`config.mk`:
```
export PLATFORM = sky130hd
export DESIGN_NAME = puf_eval_ctrl
export DESIGN_NICKNAME = d
export VERILOG_FILES = /design/src/rtl/puf_eval_ctrl.sv
export SDC_FILE = /design/constraint.sdc
export NUM_CORES = 1
export LEC_CHECK = 0
export CAP_MARGIN = 40
export CELL_PAD_IN_SITES_DETAIL_PLACEMENT = 0
export CELL_PAD_IN_SITES_GLOBAL_PLACEMENT = 1
export CORE_UTILIZATION = 44
export CTS_BUF_LIST = sky130_fd_sc_hd__clkbuf_8
export DETAILED_ROUTE_END_ITERATION = 12
export GPL_ROUTABILITY_DRIVEN = 1
export PLACE_DENSITY = 0.95
export RECOVER_POWER = 50
export SKIP_LAST_GASP = 1
export SYNTH_ARGS = -nofsm -noshare
export SYNTH_HDL_FRONTEND = slang
export SYNTH_SLANG_ARGS = --single-unit
```
`constraint.sdc`:
```
create_clock -name clk -period 4.8 [get_ports clk]
set_input_delay 0.96 -clock clk [delete_from_list [all_inputs] [get_ports clk]]
set_output_delay 0.96 -clock clk [all_outputs]
set_load 0.02 [all_outputs]
```
`src/rtl/puf_eval_ctrl.sv`:
```
// RO-PUF measurement sequencer: clear, enable window, settle, compare,
// shift one response bit per challenge, pulse resp_valid when complete.
//
// Ports:
//   clk        system clock
//   rst_n      async reset, active-high (1 = reset)
//   start      begin a run (accepted in IDLE only, ignored with abort)
//   abort      synchronous cancel of a run in progress
//   chal_seed  first challenge of the run
//   cnt_a/b    oscillator counts from arrays A and B
//   ro_en      oscillator enable
//   cnt_clr    counter clear, active-high
//   chal       current challenge / RO select
//   busy       high in every state except IDLE
//   resp       response word, bit k = result of k-th challenge
//   resp_valid one-cycle pulse when resp is complete
//   tie_cnt    number of equal-count compares this run (saturating)
module puf_eval_ctrl #(
  parameter int CNT_W     = 8,
  parameter int CHAL_W    = 5,
  parameter int RESP_BITS = 8,
  parameter int CLR_CYC   = 2,
  parameter int WINDOW    = 64,
  parameter int SETTLE    = 4
) (
  input  logic                 clk,
  input  logic                 rst_n,
  input  logic                 start,
  input  logic                 abort,
  input  logic [CHAL_W-1:0]    chal_seed,
  input  logic [CNT_W-1:0]     cnt_a,
  input  logic [CNT_W-1:0]     cnt_b,
  output logic                 ro_en,
  output logic                 cnt_clr,
  output logic [CHAL_W-1:0]    chal,
  output logic                 busy,
  output logic [RESP_BITS-1:0] resp,
  output logic                 resp_valid,
  output logic [5:0]           tie_cnt
);

  localparam int CW = 16;
  localparam int IW = (RESP_BITS > 1) ? $clog2(RESP_BITS) : 1;

  typedef enum logic [2:0] {
    S_IDLE,
    S_CLEAR,
    S_RUN,
    S_SETTLE,
    S_CMP,
    S_DONE
  } state_e;

  state_e               state_q, state_d;
  logic [CW-1:0]        cyc_q, cyc_d;
  logic [IW-1:0]        idx_q, idx_d;
  logic [CHAL_W-1:0]    chal_q, chal_d;
  logic [RESP_BITS-1:0] resp_q, resp_d;
  logic [5:0]           tie_q, tie_d;
  logic                 ro_en_q, ro_en_d;
  logic                 clr_q, clr_d;
  logic                 busy_q, busy_d;
  logic                 vld_q, vld_d;

  always_ff @(posedge clk or posedge rst_n) begin
    if (rst_n) begin
      state_q <= S_IDLE;
      cyc_q   <= '0;
      idx_q   <= '0;
      chal_q  <= '0;
      resp_q  <= '0;
      tie_q   <= '0;
      ro_en_q <= 1'b0;
      clr_q   <= 1'b1;
      busy_q  <= 1'b0;
      vld_q   <= 1'b0;
    end else begin
      state_q <= state_d;
      cyc_q   <= cyc_d;
      idx_q   <= idx_d;
      chal_q  <= chal_d;
      resp_q  <= resp_d;
      tie_q   <= tie_d;
      ro_en_q <= ro_en_d;
      clr_q   <= clr_d;
      busy_q  <= busy_d;
      vld_q   <= vld_d;
    end
  end

  always_comb begin
    state_d = state_q;
    cyc_d   = cyc_q + CW'(1);
    idx_d   = idx_q;
    chal_d  = chal_q;
    resp_d  = resp_q;
    tie_d   = tie_q;
    unique case (state_q)
      S_IDLE: begin
        cyc_d = '0;
        if (start && !abort) begin
          state_d = S_CLEAR;
          chal_d  = chal_seed;
          resp_d  = '0;
          tie_d   = '0;
          idx_d   = '0;
        end
      end
      S_CLEAR: begin
        if (cyc_q == CW'(CLR_CYC - 1)) begin
          state_d = S_RUN;
          cyc_d   = '0;
        end
      end
      S_RUN: begin
        if (cyc_q == CW'(WINDOW - 1)) begin
          state_d = S_SETTLE;
          cyc_d   = '0;
        end
      end
      S_SETTLE: begin
        if (cyc_q == CW'(SETTLE - 1)) begin
          state_d = S_CMP;
          cyc_d   = '0;
        end
      end
      S_CMP: begin
        cyc_d         = '0;
        resp_d[idx_q] = (cnt_a > cnt_b);
        if (cnt_a == cnt_b && tie_q != 6'd63)
          tie_d = tie_q + 6'd1;
        if (idx_q == IW'(RESP_BITS - 1)) begin
          state_d = S_DONE;
        end else begin
          state_d = S_CLEAR;
          idx_d   = idx_q + IW'(1);
          chal_d  = chal_q + CHAL_W'(1);
        end
      end
      S_DONE: begin
        state_d = S_IDLE;
        cyc_d   = '0;
      end
      default: begin
        state_d = S_IDLE;
        cyc_d   = '0;
      end
    endcase
    // Abort overrides everything, including a pending compare.
    if (abort && state_q != S_IDLE) begin
      state_d = S_IDLE;
      cyc_d   = '0;
      idx_d   = idx_q;
      chal_d  = chal_q;
      resp_d  = resp_q;
      tie_d   = tie_q;
    end
    // Outputs are decoded from the next state so they are registered.
    ro_en_d = (state_d == S_RUN);
    clr_d   = (state_d == S_IDLE) || (state_d == S_CLEAR);
    busy_d  = (state_d != S_IDLE);
    vld_d   = (state_d == S_DONE);
  end

  assign ro_en      = ro_en_q;
  assign cnt_clr    = clr_q;
  assign chal       = chal_q;
  assign busy       = busy_q;
  assign resp       = resp_q;
  assign resp_valid = vld_q;
  assign tie_cnt    = tie_q;

endmodule

```
Word-level counts from Yosys, hierarchy flattened
Index checks and enable logic that the tools add are counted.
{ "totals": {"reg_bits": 45, "out_inout_bits": 23, "wordCells": 74} }
{ "classes": {"addsub": 4, "order_cmp": 3, "eq_ne": 16, "mux": 26, "bitwise": 1, "n_reduce_logical": 14} }
{ "op_table": {"columns": ["cell", "count"], "rows": [
  ["$mux W16", 4],
  ["$pmux W16 S3", 1],
  ["$mux W3", 8],
  ["$add A16 B1 Y16 const B", 1],
  ["$eq A16 B1 Y1 const B", 1],
  ["$eq A16 B2 Y1 const B", 1],
  ["$eq A16 B6 Y1 const B", 1],
  ["$pmux W8 S2", 1],
  ["$pmux W3 S5", 1],
  ["$mux W6", 2],
  ["$pmux W6 S2", 1],
  ["$mux W5", 2],
  ["$pmux W5 S2", 1],
  ["$eq A3 B2 Y1 const B", 3],
  ["$eq A3 B3 Y1 const B", 3],
  ["$bwmux W8", 1],
  ["$eq A8 B8 Y1", 1],
  ["$gt A8 B8 Y1", 1],
  ["$mux W8", 1],
  ["$reduce_and A4 Y1", 2],
  ["$add A6 B1 Y6 const B", 1],
  ["$eq A3 B1 Y1 const B", 2],
  ["$logic_not A3 Y1", 2],
  ["$ne A2 B2 Y1 const B", 3],
  ["other kinds (15)", 19]
]} }

Depth between registers and ports, before layout
{ "depth": {"word_depth": 7, "mapped_depth": 8} }

Worst setup path before layout
OpenSTA, ideal clock, no wires.
{ "synth_timing": {"path_type": "input-to-reg", "start": "input port cnt_b[3]", "end": "register tie_q[5], in the netlist tie_cnt[5]", "setup_time_ps": 69, "arrival_ps": 2435, "t_required_ps": 4731, "slack_ps": 2296, "stages": 7, "path_buffers": 0, "cell_sequence": "inv_1 ha_1 nand4_1 a311oi_2 nand4_1 or4_1 nand3_1"} }
{ "synth_via": {"elab_chain_cells": 4} }
{ "synth_lines": {"columns": ["item", "line", "source"], "rows": [
  ["from (decl)", "32", "input logic [CNT_W-1:0] cnt_b,"],
  ["$eq A8 B8 Y1", "130", "if (cnt_a == cnt_b && tie_q != 6'd63)"],
  ["$logic_and A1 B1 Y1", "130", null],
  ["$ne A2 B2 Y1 (no line)", null, null],
  ["$reduce_and A4 Y1 (no line)", null, null],
  ["to (signal assigned)", "83", "tie_q <= tie_d;"],
  ["to (decl)", "59", "logic [5:0] tie_q, tie_d;"]
]} }
Every way passes these cells.
A chain may end at the register's enable or synchronous reset.

==> summary.log <==
qor: drt.route.antenna.remaining_nets 0
qor: logic_synthesis.synth-warning-count 0
qor: timing.grt_setup_unrepaired no
qor: critical_path.timing.critical_path.required 4.72 ns
qor: cells_and_area.commonest_cells_after_routing_fill_and_taps_aside 44 x dfrtp_1, 42 x clkdlybuf4s50_1, 32 x nor2_1
qor: run_status.failed_checks max-capacitance violations, max-slew violations
qor: critical_path.ordered_list_of_cells_on_the_worst_path clkdlybuf4s50_1, clkinv_1, clkbuf_1
qor: drt.wire_per_inst 14.26 µm
qor: clock_tree.cts.htree.levels 2
qor: grt.globalRouteOverflowTotal 0
qor: run.drv_cap 1
qor: critical_path.crit_path_start_kind input pin
qor: cells_and_area.final_area 3224 µm²
qor: floorplan.die_height 79.30 µm
qor: clock_tree.cts_resized 0
qor: logic_synthesis.synth_cells 283
qor: logic_synthesis.synth_edf_count 0
qor: clock_tree.clock-root-buffer clkbuf_8
qor: grt.largest_net_degree_at_the_start_of_global_routing 46
qor: critical_path.critical-path-slowest-cell clkbuf_1
qor: timing.fin_worst_skew 0.007914 ns
qor: critical_path.crit_family buffers and inverters
qor: critical_path.worst_path_largest_cell_delay 1.69 ns
qor: grt.antenna_found_initial 0
qor: grt.grt_usage 0.1939
qor: power.total_leakage_power 1.390 nW
qor: critical_path.crit_cells 3
qor: cells_and_area.final_core_util 0.5715
qor: timing.final_report_hold_violation_count 0
qor: critical_path.reg2regPathDepth 5
qor: critical_path.worstPathBufferInverterCount 3
qor: logic_synthesis.muxShareOfSynthArea 0.02761
qor: clock_tree.worstSkewPairLatency 0.30 ns
qor: worst_hold_path.holdPathStages 1
qor: cells_and_area.diodes_inserted 0
qor: timing.slew-limit-headroom -0.5894
qor: cells_and_area.net_total_in_the_final_layout 367
qor: clock_tree.clock-sinks 45
qor: critical_path.cp_data_arrival_time 3.11 ns
qor: clock_tree.worst_setup_hold_path_clk_slew 0.09 ns
qor: placement.globalplace.congestion 0.8525
qor: drt.vias 2,203
qor: timing.final.setup.tns 0 ns
qor: timing.fmaxAchievable 313.8 MHz
qor: power.power-per-cell-area 320.2 nW/µm²
qor: placement.place.port_buffers 47
qor: cells_and_area.layout.cells.most_common dfrtp_1
qor: clock_tree.post-cts-setup-buffers 0
qor: critical_path.worst-setup-path-type in -> async
qor: timing.clock_period_minus_worst_slack 3.186 ns
qor: grt.grt_pass1_vias 2,049
qor: logic_synthesis.postSynthNetCount 322
qor: floorplan.core-area 5642 µm²
qor: cells_and_area.area_growth_syn_to_layout 22.66%
qor: clock_tree.tritoncts yes
qor: timing.min_period_over_period 0.6638
qor: drt.detailedRoute.firstPassIterationCount 4
qor: logic_synthesis.synth-adder-area-share 0.06663
qor: logic_synthesis.synth_seq_area_share 0.4288
qor: grt.grt_pass1_wl 9528 µm
qor: floorplan.initial_utilization 0.4660
qor: logic_synthesis.synth_seq_cells 45
qor: logic_synthesis.synth_simple_gate_area_share 0.2418
qor: logic_synthesis.yosys_most_used_dff dfrtp_1
qor: floorplan.top_level_ports 48
qor: critical_path.regToRegSetupSlack 2.61 ns
qor: worst_hold_path.holdCritPathClass reg -> reg
qor: logic_synthesis.synthesized_area 2629 µm²
qor: timing.slew_violations 46
qor: timing.tightestPinTransition 2.384 ns
qor: floorplan.die_width 79.30 µm
qor: placement.placedInstanceArea 3146 µm²
qor: timing.setup_viol_count_final 0
qor: logic_synthesis.syn_area_per_cell 9.289 µm²
qor: drt.drc 0
qor: critical_path.critPathCaptureType async pin
qor: clock_tree.hold_buffers 0
qor: logic_synthesis.synth-compound-area-share 0.1433
qor: floorplan.floorplan.die_area 6288 µm²
qor: logic_synthesis.synth_cell_types 49
qor: floorplan.row_count 27
qor: critical_path.critical_path.max_fanout 45
qor: power.peakVddDrop 171.7 µV
qor: logic_synthesis.synth_top_family_by_area simple AND/OR/NAND/NOR gates
qor: drt.drt-total-wl 5718 µm
qor: drt.vias_per_cell 5.494
qor: logic_synthesis.proportion_of_synthesized_flip_flops_having_asynchronous_set_or_reset 1.000
qor: logic_synthesis.yosys.area_share.xor_xnor 0.04664
qor: cells_and_area.drive_above_1_share 0.06687
qor: run_status.status finished with violations
qor: placement.place_hpwl 4137 µm
qor: timing.hold_ws 0.5054 ns
qor: clock_tree.clk_path_buf_depth 2
qor: clock_tree.cts_buffers 5
qor: drt.detail_route.iter0.violations 142
==> synthesized netlist by cell type, types with 2 or more instances <==
library cell	instances	area (µm²)
a31oi_1	2	12.51
and2_1	4	25.02
xnor2_1	9	78.83
nor3_1	3	15.01
mux2i_1	5	50.05
ha_1	14	175.2
mux2_2	2	22.52
a21oi_1	16	80.08
o21a_1	2	15.01
a21boi_0	2	15.01
nand4_1	9	56.30
nand3_1	19	95.09
buf_2	5	25.02
nand2_1	26	97.59
clkbuf_1	4	15.01
o311ai_0	3	26.28
inv_1	18	67.56
and3_1	6	37.54
o41ai_1	3	26.28
o21ai_0	17	85.08
nor4_4	2	42.54
xor2_1	5	43.79
nor2b_1	3	18.77
or4_1	2	15.01
dfrtp_1	44	1101
and4_1	2	17.52
or3_1	3	18.77
nor2_1	32	120.1
==> cells by family (layout without fill, tap and decap cells) <==
group | Yosys count | in the layout
mux | 7 | 7
compound gates | 56 | 56
flops | 45 | 45
buf+inv | 28 | 74
fa+ha+maj | 14 | 14
xor+xnor | 14 | 14
simple gates | 119 | 119
==> where the power goes <==
part | internal, mW | total, mW | switching (mW) | leakage, nW
combinational | 0.138 | 0.317 | 0.180 | 0.738
sequential | 0.417 | 0.465 | 0.0474 | 0.607
clock | 0.106 | 0.251 | 0.144 | 0.0452
total | 0.661 | 1.03 | 0.371 | 1.39
==> area by class of cell <==
| cell class | count | area (µm²) |
|---|---|---|
| clock buffers | 5 | 68.82 |
| well taps | 72 | 90.09 |
| repair buffers | 48 | 474.2 |
| inverters | 18 | 67.56 |
| clock inverters | 3 | 25.02 |
| fillers | 494 | 2417 |
| flip-flops and latches | 45 | 1127 |
| multi-input cells | 210 | 1371 |
==> final timing paths <==
path                               start  endpoint
worst min register to register  cyc_q[0]  cyc_q[0]
worst max register to register  cyc_q[6]  cyc_q[7]
min in group asynchronous          rst_n  cyc_q[1]
max in group clk                   abort   chal[0]
worst max-delay path               rst_n  cyc_q[8]
worst min-delay path            cyc_q[0]  cyc_q[0]
==> per-layer routing <==
metal,routed length [µm],track usage,vias to the layer above
met5,0,0,-
met4,94,0.06909,0
met3,339,0.03678,9
met2,2566,0.2974,57
met1,2717,0.2723,1044
li1,-,-,1093
==> per-stage QoR <==
| step | setup WS [ns] | instances | total power, mW |
|---|---|---|---|
| global placement | 1.728 | 393 | 0.7883 |
| finish | 1.614 | 401 | 1.033 |
| CTS | 1.990 | 401 | 1.045 |
| floorplan | 2.296 | 283 | 0.6828 |
| global route | 1.038 | 401 | 1.096 |
| detailed placement | 1.679 | 393 | 0.7945 |
==> state kept, by name (all words and copies together), names as in the netlist <==
name	cells
cnt_clr	1
resp	8
busy	1
resp_valid	1
chal	5
cyc_q	16
ro_en	1
idx_q	3
state_q	3
tie_cnt	6
Power figures use the tool's default switching activity.
